File: src/rtl/key_press_classifier_pkg.sv
// Shared types and constants for the calculator memory-key front-end.
package key_pkg;

  typedef enum logic [1:0] {
    IDLE      = 2'd0,
    HOLD      = 2'd1,
    LONG_WAIT = 2'd2
  } key_state_t;

  localparam int DEFAULT_DEBOUNCE_CYCLES = 1_000_000;  // 20 ms at 50 MHz
  localparam int DEFAULT_LONG_CYCLES     = 50_000_000; // 1 s at 50 MHz

  localparam logic KEY_PRESSED = 1'b0;

endpackage

File: src/rtl/key_press_classifier_if.sv
// Key inputs and memory-command outputs between the board and the calculator memory logic.
interface key_press_classifier_if;

  logic [1:0] key;
  logic       save_pulse;
  logic       clear_pulse;
  logic       read_active;
  logic       read_pulse;
  logic       key0_held;

  modport master (
    output key,
    input  save_pulse,
    input  clear_pulse,
    input  read_active,
    input  read_pulse,
    input  key0_held
  );

  modport slave (
    input  key,
    output save_pulse,
    output clear_pulse,
    output read_active,
    output read_pulse,
    output key0_held
  );

endinterface

File: src/rtl/key_press_classifier_debouncer.sv
// Two-flop synchroniser plus stable-count debouncer for one active-low push-button.
module key_debouncer
  import key_pkg::*;
#(
  parameter int DEBOUNCE_CYCLES = DEFAULT_DEBOUNCE_CYCLES
) (
  input  logic clk,
  input  logic rst,
  input  logic i_key,
  output logic o_debounced
);

  localparam int              CW       = $clog2(DEBOUNCE_CYCLES);
  localparam logic [CW-1:0]   CNT_LAST = CW'(DEBOUNCE_CYCLES - 1);
  localparam logic            RELEASED = ~KEY_PRESSED;

  generate
    if (DEBOUNCE_CYCLES < 2) begin : g_bad_debounce
      $error("key_debouncer: DEBOUNCE_CYCLES must be >= 2");
    end
  endgenerate

  logic          r_sync1;
  logic          r_sync2;
  logic          r_debounced;
  logic [CW-1:0] r_cnt;

  always_ff @(posedge clk) begin
    if (rst) begin
      r_sync1     <= RELEASED;
      r_sync2     <= RELEASED;
      r_debounced <= RELEASED;
      r_cnt       <= '0;
    end else begin
      r_sync1 <= i_key;
      r_sync2 <= r_sync1;
      // Count only an unbroken run of disagreement; any bounce restarts it.
      if (r_sync2 != r_debounced) begin
        if (r_cnt == CNT_LAST) begin
          r_debounced <= r_sync2;
          r_cnt       <= '0;
        end else begin
          r_cnt <= r_cnt + CW'(1);
        end
      end else begin
        r_cnt <= '0;
      end
    end
  end

  assign o_debounced = r_debounced;

endmodule

File: src/rtl/key_press_classifier.sv
// Classifies key[0] into save (short) / clear (long) commands and key[1] into memory-read.
//
// state     | meaning
// IDLE      | key[0] released, waiting for a press
// HOLD      | key[0] pressed, timing the hold; release here means save
// LONG_WAIT | clear already issued, waiting for release without another pulse
module key_press_classifier
  import key_pkg::*;
#(
  parameter int DEBOUNCE_CYCLES = DEFAULT_DEBOUNCE_CYCLES,
  parameter int LONG_CYCLES     = DEFAULT_LONG_CYCLES
) (
  input  logic                    clk,
  input  logic                    rst,
  key_press_classifier_if.slave   bus
);

  localparam int            HW        = $clog2(LONG_CYCLES);
  localparam logic [HW-1:0] HOLD_LAST = HW'(LONG_CYCLES - 1);

  generate
    if (LONG_CYCLES < 2) begin : g_bad_long
      $error("key_press_classifier: LONG_CYCLES must be >= 2");
    end
  endgenerate

  logic [1:0] w_debounced;
  logic       w_pressed0;
  logic       w_pressed1;

  key_debouncer #(
    .DEBOUNCE_CYCLES (DEBOUNCE_CYCLES)
  ) u_deb0 (
    .clk         (clk),
    .rst         (rst),
    .i_key       (bus.key[0]),
    .o_debounced (w_debounced[0])
  );

  key_debouncer #(
    .DEBOUNCE_CYCLES (DEBOUNCE_CYCLES)
  ) u_deb1 (
    .clk         (clk),
    .rst         (rst),
    .i_key       (bus.key[1]),
    .o_debounced (w_debounced[1])
  );

  assign w_pressed0 = (w_debounced[0] == KEY_PRESSED);
  assign w_pressed1 = (w_debounced[1] == KEY_PRESSED);

  key_state_t    r_state;
  logic [HW-1:0] r_hold_cnt;
  logic          r_save_pulse;
  logic          r_clear_pulse;
  logic          r_key0_held;

  always_ff @(posedge clk) begin
    if (rst) begin
      r_state       <= IDLE;
      r_hold_cnt    <= '0;
      r_save_pulse  <= 1'b0;
      r_clear_pulse <= 1'b0;
      r_key0_held   <= 1'b0;
    end else begin
      r_save_pulse  <= 1'b0;
      r_clear_pulse <= 1'b0;
      r_key0_held   <= w_pressed0;
      case (r_state)
        IDLE: begin
          if (w_pressed0) begin
            r_state    <= HOLD;
            r_hold_cnt <= '0;
          end
        end
        HOLD: begin
          if (!w_pressed0) begin
            r_save_pulse <= 1'b1;
            r_state      <= IDLE;
          end else if (r_hold_cnt == HOLD_LAST) begin
            r_clear_pulse <= 1'b1;
            r_state       <= LONG_WAIT;
          end else begin
            r_hold_cnt <= r_hold_cnt + HW'(1);
          end
        end
        LONG_WAIT: begin
          if (!w_pressed0) begin
            r_state <= IDLE;
          end
        end
        default: r_state <= IDLE;
      endcase
    end
  end

  // key[1] has no timing classes; read_active doubles as the edge detector's delayed copy.
  logic r_read_active;
  logic r_read_pulse;

  always_ff @(posedge clk) begin
    if (rst) begin
      r_read_active <= 1'b0;
      r_read_pulse  <= 1'b0;
    end else begin
      r_read_active <= w_pressed1;
      r_read_pulse  <= w_pressed1 & ~r_read_active;
    end
  end

  assign bus.save_pulse  = r_save_pulse;
  assign bus.clear_pulse = r_clear_pulse;
  assign bus.key0_held   = r_key0_held;
  assign bus.read_active = r_read_active;
  assign bus.read_pulse  = r_read_pulse;

endmodule

File: src/flat_wrapper.sv
// flat-port wrapper written by rule: the top's interface ports become plain ports
module key_press_classifier_flat import key_pkg::*;
#(
  parameter int DEBOUNCE_CYCLES = DEFAULT_DEBOUNCE_CYCLES,
  parameter int LONG_CYCLES     = DEFAULT_LONG_CYCLES
)
  (clk, rst, bus_key, bus_save_pulse, bus_clear_pulse, bus_read_active, bus_read_pulse, bus_key0_held);
  key_press_classifier_if bus_i ();
  input  logic clk;
  input  logic rst;
  input wire logic [$bits(bus_i.key)-1:0] bus_key;
  output wire logic [$bits(bus_i.save_pulse)-1:0] bus_save_pulse;
  output wire logic [$bits(bus_i.clear_pulse)-1:0] bus_clear_pulse;
  output wire logic [$bits(bus_i.read_active)-1:0] bus_read_active;
  output wire logic [$bits(bus_i.read_pulse)-1:0] bus_read_pulse;
  output wire logic [$bits(bus_i.key0_held)-1:0] bus_key0_held;
  assign bus_i.key = bus_key;
  assign bus_save_pulse = bus_i.save_pulse;
  assign bus_clear_pulse = bus_i.clear_pulse;
  assign bus_read_active = bus_i.read_active;
  assign bus_read_pulse = bus_i.read_pulse;
  assign bus_key0_held = bus_i.key0_held;
  key_press_classifier #(.DEBOUNCE_CYCLES(DEBOUNCE_CYCLES), .LONG_CYCLES(LONG_CYCLES)) u_core (.clk(clk), .rst(rst), .bus(bus_i));
endmodule
File: config.mk
export PLATFORM = sky130hd
export DESIGN_NAME = key_press_classifier_flat
export DESIGN_NICKNAME = d
export VERILOG_FILES = /design/src/rtl/key_press_classifier_pkg.sv /design/src/rtl/key_press_classifier_if.sv /design/src/rtl/key_press_classifier_debouncer.sv /design/src/rtl/key_press_classifier.sv /design/src/flat_wrapper.sv
export SDC_FILE = /design/constraint.sdc
export NUM_CORES = 1
export LEC_CHECK = 0
export ABC_AREA = 1
export CAP_MARGIN = 30
export CELL_PAD_IN_SITES_DETAIL_PLACEMENT = 0
export CELL_PAD_IN_SITES_GLOBAL_PLACEMENT = 1
export CORE_AREA = 4 4 106 98
export CTS_CLUSTER_SIZE = 28
export DETAILED_ROUTE_END_ITERATION = 6
export DIE_AREA = 0 0 110 102
export GPL_ROUTABILITY_DRIVEN = 0
export PLACE_DENSITY = 0.95
export REMOVE_ABC_BUFFERS = 1
export SETUP_SLACK_MARGIN = 0.02
export SLEW_MARGIN = 20
export SYNTH_ARGS = -nofsm -noshare
export SYNTH_HDL_FRONTEND = slang
export SYNTH_SLANG_ARGS = --single-unit
File: constraint.sdc
create_clock -name clk -period 5.5 [get_ports clk]
set_clock_uncertainty 0.2 [all_clocks]
set_input_delay 1.1 -clock clk [delete_from_list [all_inputs] [get_ports clk]]
set_output_delay 1.1 -clock clk [all_outputs]
set_load 0.03 [all_outputs]
# == Yosys cells after proc, flatten, opt, wreduce, memory -nomap -nowiden ==
# Cells that the tools add are included.
# word_totals
ff_bits,79
inputBits,4
out_inout_bits,5
wordCells,58
# op_classes
addsub,3
n_eq_ne,12
n_mux,11
bitwise,7
n_reduce_logical,10
# op_table
operator,n
$mux 26,3
$pmux 26 s2,1
$add 20x1->20 const B,2
$eq 20x20->1 const B,2
$add 26x1->26 const B,1
$eq 26x26->1 const B,1
$reduce_or 3->1,3
$mux 2,4
$ne 2x2->1 const B,4
$not 1->1,6
$pmux 2 s3,1
$reduce_and 2->1,2
$reduce_and 4->1,1
$ne 3x2->1 const B,1
$reduce_and 3->1,1
$eq 2x1->1 const B,1
$eq 2x2->1 const B,1
$logic_not 2->1,1
$mux 1,2
$ne 1x1->1,2
$reduce_bool 2->1,1
$reduce_or 2->1,1
$and 1x1->1,1

# == Logic depth before layout (Yosys ltp) ==
# depth
word_depth,4
depth_mapped,11
depth_no_buf,11

# == Modules after synthesis ==
# A second synthesis with hierarchy kept.
# unflattened
cells_unflattened,686
area_unflattened_um2,4490.6
# modules_own_cells
module,instances,cells_per_inst,area_each_um2,seq_area_each_um2
key_debouncer,2,152,1142.3,460.4
key_press_classifier,1,382,2205.9,660.6

# == Least setup slack after synthesis ==
# No wires, ideal clock.
# synth_timing
path_kind,input port to flip-flop
startpoint,input port rst
endpoint,register u_core.u_deb1.r_cnt[9]
setup_ns,0.070
t_arrival_ns,2.026
required_ns,5.230
setup_slack_ns,3.205
path_stages,8
n_path_buf,3
path_cell_list,buf_2 inv_1 buf_4 o21ai_0 a21oi_2 nand2_4 buf_6 a21oi_1
# synth_between
elab_chain_cells,1
# synth_lines
element,line,text
"start, declared",flat_wrapper.sv:10,input logic rst;
$reduce_or 3->1 (no source line),-,
"end signal, assigned",key_press_classifier_debouncer.sv:43,r_cnt <= r_cnt + CW'(1);
"end, declared",key_press_classifier_debouncer.sv:26,logic [CW-1:0] r_cnt;
# Every way passes these cells.
# A chain may end at the register's enable or synchronous reset.

# == Final worst setup path ==
# layout_timing
startpoint,input port rst
endpoint,register u_core.u_deb0.r_cnt[16]
# layout_between
elab_chain_cells,1
# layout_lines
element,line
$reduce_or 3->1 (no source line),-
"end signal, assigned",key_press_classifier_debouncer.sv:43
"end, declared",key_press_classifier_debouncer.sv:26
# Every way passes these cells.

==> impl_metrics.py <==
metrics = {
    "outcome": {
        "status": "finished clean",
    },
    "placed_design": {
        "postPlaceCellArea_um2": 4560,
        "post-place-cells": 818,
        "hpwl_um": 7200,
        "dp_slack_ps": 1680,
        "portBuffers": 8,
    },
    "min_path": {
        "hold_path_class": "register to register",
        "hold_end": "u_core.u_deb0.r_sync2",
        "min_path_cells": 1,
        "min_from": "u_core.u_deb0.r_sync1",
    },
    "final_layout": {
        "fin_util_pct": 50.8,
        "nNetsFinal": 710,
        "drive_gt1_share_pct": 6.79,
        "antennaDiodeCount": 0,
        "stdcell_area_um2": 4770,
        "nFillCells": 966,
        "area_growth_pct": 8.47,
        "fin_cells": 833,
    },
    "global_routing": {
        "grt_use_total_pct": 19.1,
        "grt_util_met1_pct": 25.0,
        "grt_overflow": 0,
        "grt_pass1_wl_um": 17400,
        "grt_max_degree": 25,
        "antenna_found_initial": 0,
        "grt-busiest-layer": "met2",
        "grt_pass1_vias": 3888,
        "grt_util_met3_pct": 4.23,
        "use_met2_pct": 31.6,
    },
    "synthesis": {
        "synth_area_leader_cell": "dfxtp_1",
        "syn_area_per_cell_um2": 6.31,
        "ys_top_cells_by_area": "dfxtp_1 36%, nand2_1 17%, nor2_1 9.7%",
        "yosysWarnings": 0,
        "ys.flop_type": "dfxtp_1",
        "synth_seq_cells": 79,
        "synth_edf_count": 0,
        "synth_area_um2": 4400,
        "ys_seq_area_share_pct": 35.9,
        "async_flop_share_pct": 0,
        "synth_most_common_cell": "nand2_1",
        "yosys-top-cells-count": "196 x nand2_1, 114 x nor2_1, 92 x inv_1, 79 x dfxtp_1, 59 x nand3_1",
        "yosysTopAreaCellShare_pct": 35.9,
        "synthCells": 697,
        "synth.distinct_cells": 30,
    },
    "worst_setup_path": {
        "path_class": "input port to register",
        "rr_startpoint": "u_core.u_deb0.r_cnt[0]",
        "crit_fanout": 20,
        "r2r-end": "u_core.u_deb0.r_cnt[16]",
        "rrSetupSlack_ps": 3310,
        "crit_required_ps": 5580,
        "startpoint_type": "input port",
        "end_kind": "register",
        "reg2regPathDepth": 8,
        "cp.arrival_ps": 3480,
    },
    "routing": {
        "post_drt_wl_per_cell_um": 12.1,
        "num_vias": 4173,
        "drt_iter0_drc": 238,
        "wirelength_um": 10000,
        "drc_errors": 0,
        "antenna_left": 0,
        "vias_per_cell": 5.01,
        "dr.pass1.iters": 5,
    },
    "cts": {
        "cts_tree": "built",
        "clk_path_buf_depth": 2,
        "worstSkewPairLatency_ps": 360,
        "numCtsBuffers": 9,
        "cts_hold_buf": 0,
        "cts_root_buf": "clkbuf_8",
        "htree_num_levels": 3,
        "postCtsSetupRepairBufs": 0,
        "path_clk_slew_ps": 80,
        "cts.sinks": 79,
        "post_cts_resize_count": 0,
    },
    "timing": {
        "fin_crit_sh_pct": 62.0,
        "slew_headroom_pct": 48.8,
        "rsz0062_at_grt": "false",
        "tns_ps": 0,
        "tightest_slew_ps": 767,
        "fin_ws_ps": 2090,
        "finalHoldViolCount": 0,
        "final-setup-viol-count": 0,
        "finalMaxSlewViolations": 0,
        "clock.fmax_mhz": 293,
        "hold-worst-slack_ps": 217,
        "fin_crit_ps": 3410,
    },
    "power_and_ir_drop": {
        "ir_drop_v": 0.000117,
        "design_power_total_mw": 1.06,
        "p_leak_nw": 1.66,
        "power_density_nw_per_um2": 223,
    },
    "job": {
        "drv_cap": 0,
    },
    "floorplanning": {
        "die-area_um2": 11200,
        "ios": 9,
        "die_w_um": 110,
        "die_y_um": 102,
        "core_area_um2": 9400,
        "rows": 34,
        "initial_utilization_pct": 46.8,
    },
}
[state kept, by name (all words and copies together) (netlist names), 2 cells and up]
| register | count |
|---|---|
| u_core.r_state | 2 |
| u_core.u_deb0.r_cnt | 20 |
| u_core.r_hold_cnt | 26 |
| u_core.u_deb1.r_cnt | 20 |
[how the worst max path moves through the flow]
stage | slack (ps) | endpoint | startpoint
2_1_floorplan | 3100 | u_core.u_deb0.r_cnt[16] | rst
3_5_place_dp | 1680 | u_core.u_deb0.r_cnt[15] | rst
6_report | 2090 | u_core.u_deb0.r_cnt[16] | rst
3_3_place_gp | 1750 | u_core.u_deb0.r_cnt[16] | rst
5_1_grt | 1830 | u_core.u_deb0.r_cnt[13] | rst
4_1_cts | 2060 | u_core.u_deb0.r_cnt[16] | rst
[worst max-delay path, stage by stage]
cell and delay [ps]:
clkdlybuf4s50_1 760, inv_1 680, o21ai_0 190, a21oi_1 230
nand2_2 270, nor3b_1 250
[cell usage in the layout (no fill, tap or decap), drive strengths merged, types with 7 or more instances in the layout]
| cell | Yosys | final |
|---|---|---|
| nor3 | 27 | 27 |
| clkbuf | 6 | 10 |
| nor2 | 126 | 126 |
| dfxtp | 79 | 79 |
| nand2 | 203 | 203 |
| nand3b | 7 | 7 |
| inv | 94 | 94 |
| nand3 | 61 | 61 |
| xor2 | 8 | 8 |
| a21oi | 34 | 34 |
| o21ai | 9 | 9 |
| clkdlybuf4s50 | 0 | 8 |
| nand4 | 19 | 19 |
[power breakdown]
group / switching, mW / internal (mW)
logic: 0.00957 / 0.00482
registers: 0.00118 / 0.573
clock network: 0.222 / 0.254
[area by class of cell]
class | instances | area (µm²) | area share [%]
inverters | 94 | 353 | 7.39
flip-flops and latches | 79 | 1580 | 33.1
well taps | 126 | 158 | 3.30
repair buffers | 9 | 87.6 | 1.83
clock inverters | 5 | 83.8 | 1.76
clock buffers | 10 | 128 | 2.67
multi-input cells | 510 | 2380 | 49.9
[cell families after synthesis]
kind of cell	count (synthesis)	synth area share, %
buffers and inverters	108	9.92
AOI/OAI and AO/OA	43	5.15
DFF	79	35.9
adders and majority gates	3	0.853
and+or+nand+nor	456	46.5
xor gates and xnor gates	8	1.59
[metal layers]
metal,vias to the layer above,wire (µm)
met5,-,0
met4,0,142
met3,15,429
met2,82,4670
met1,1867,4800
li1,2209,-
(Power assumes the default switching activity.)
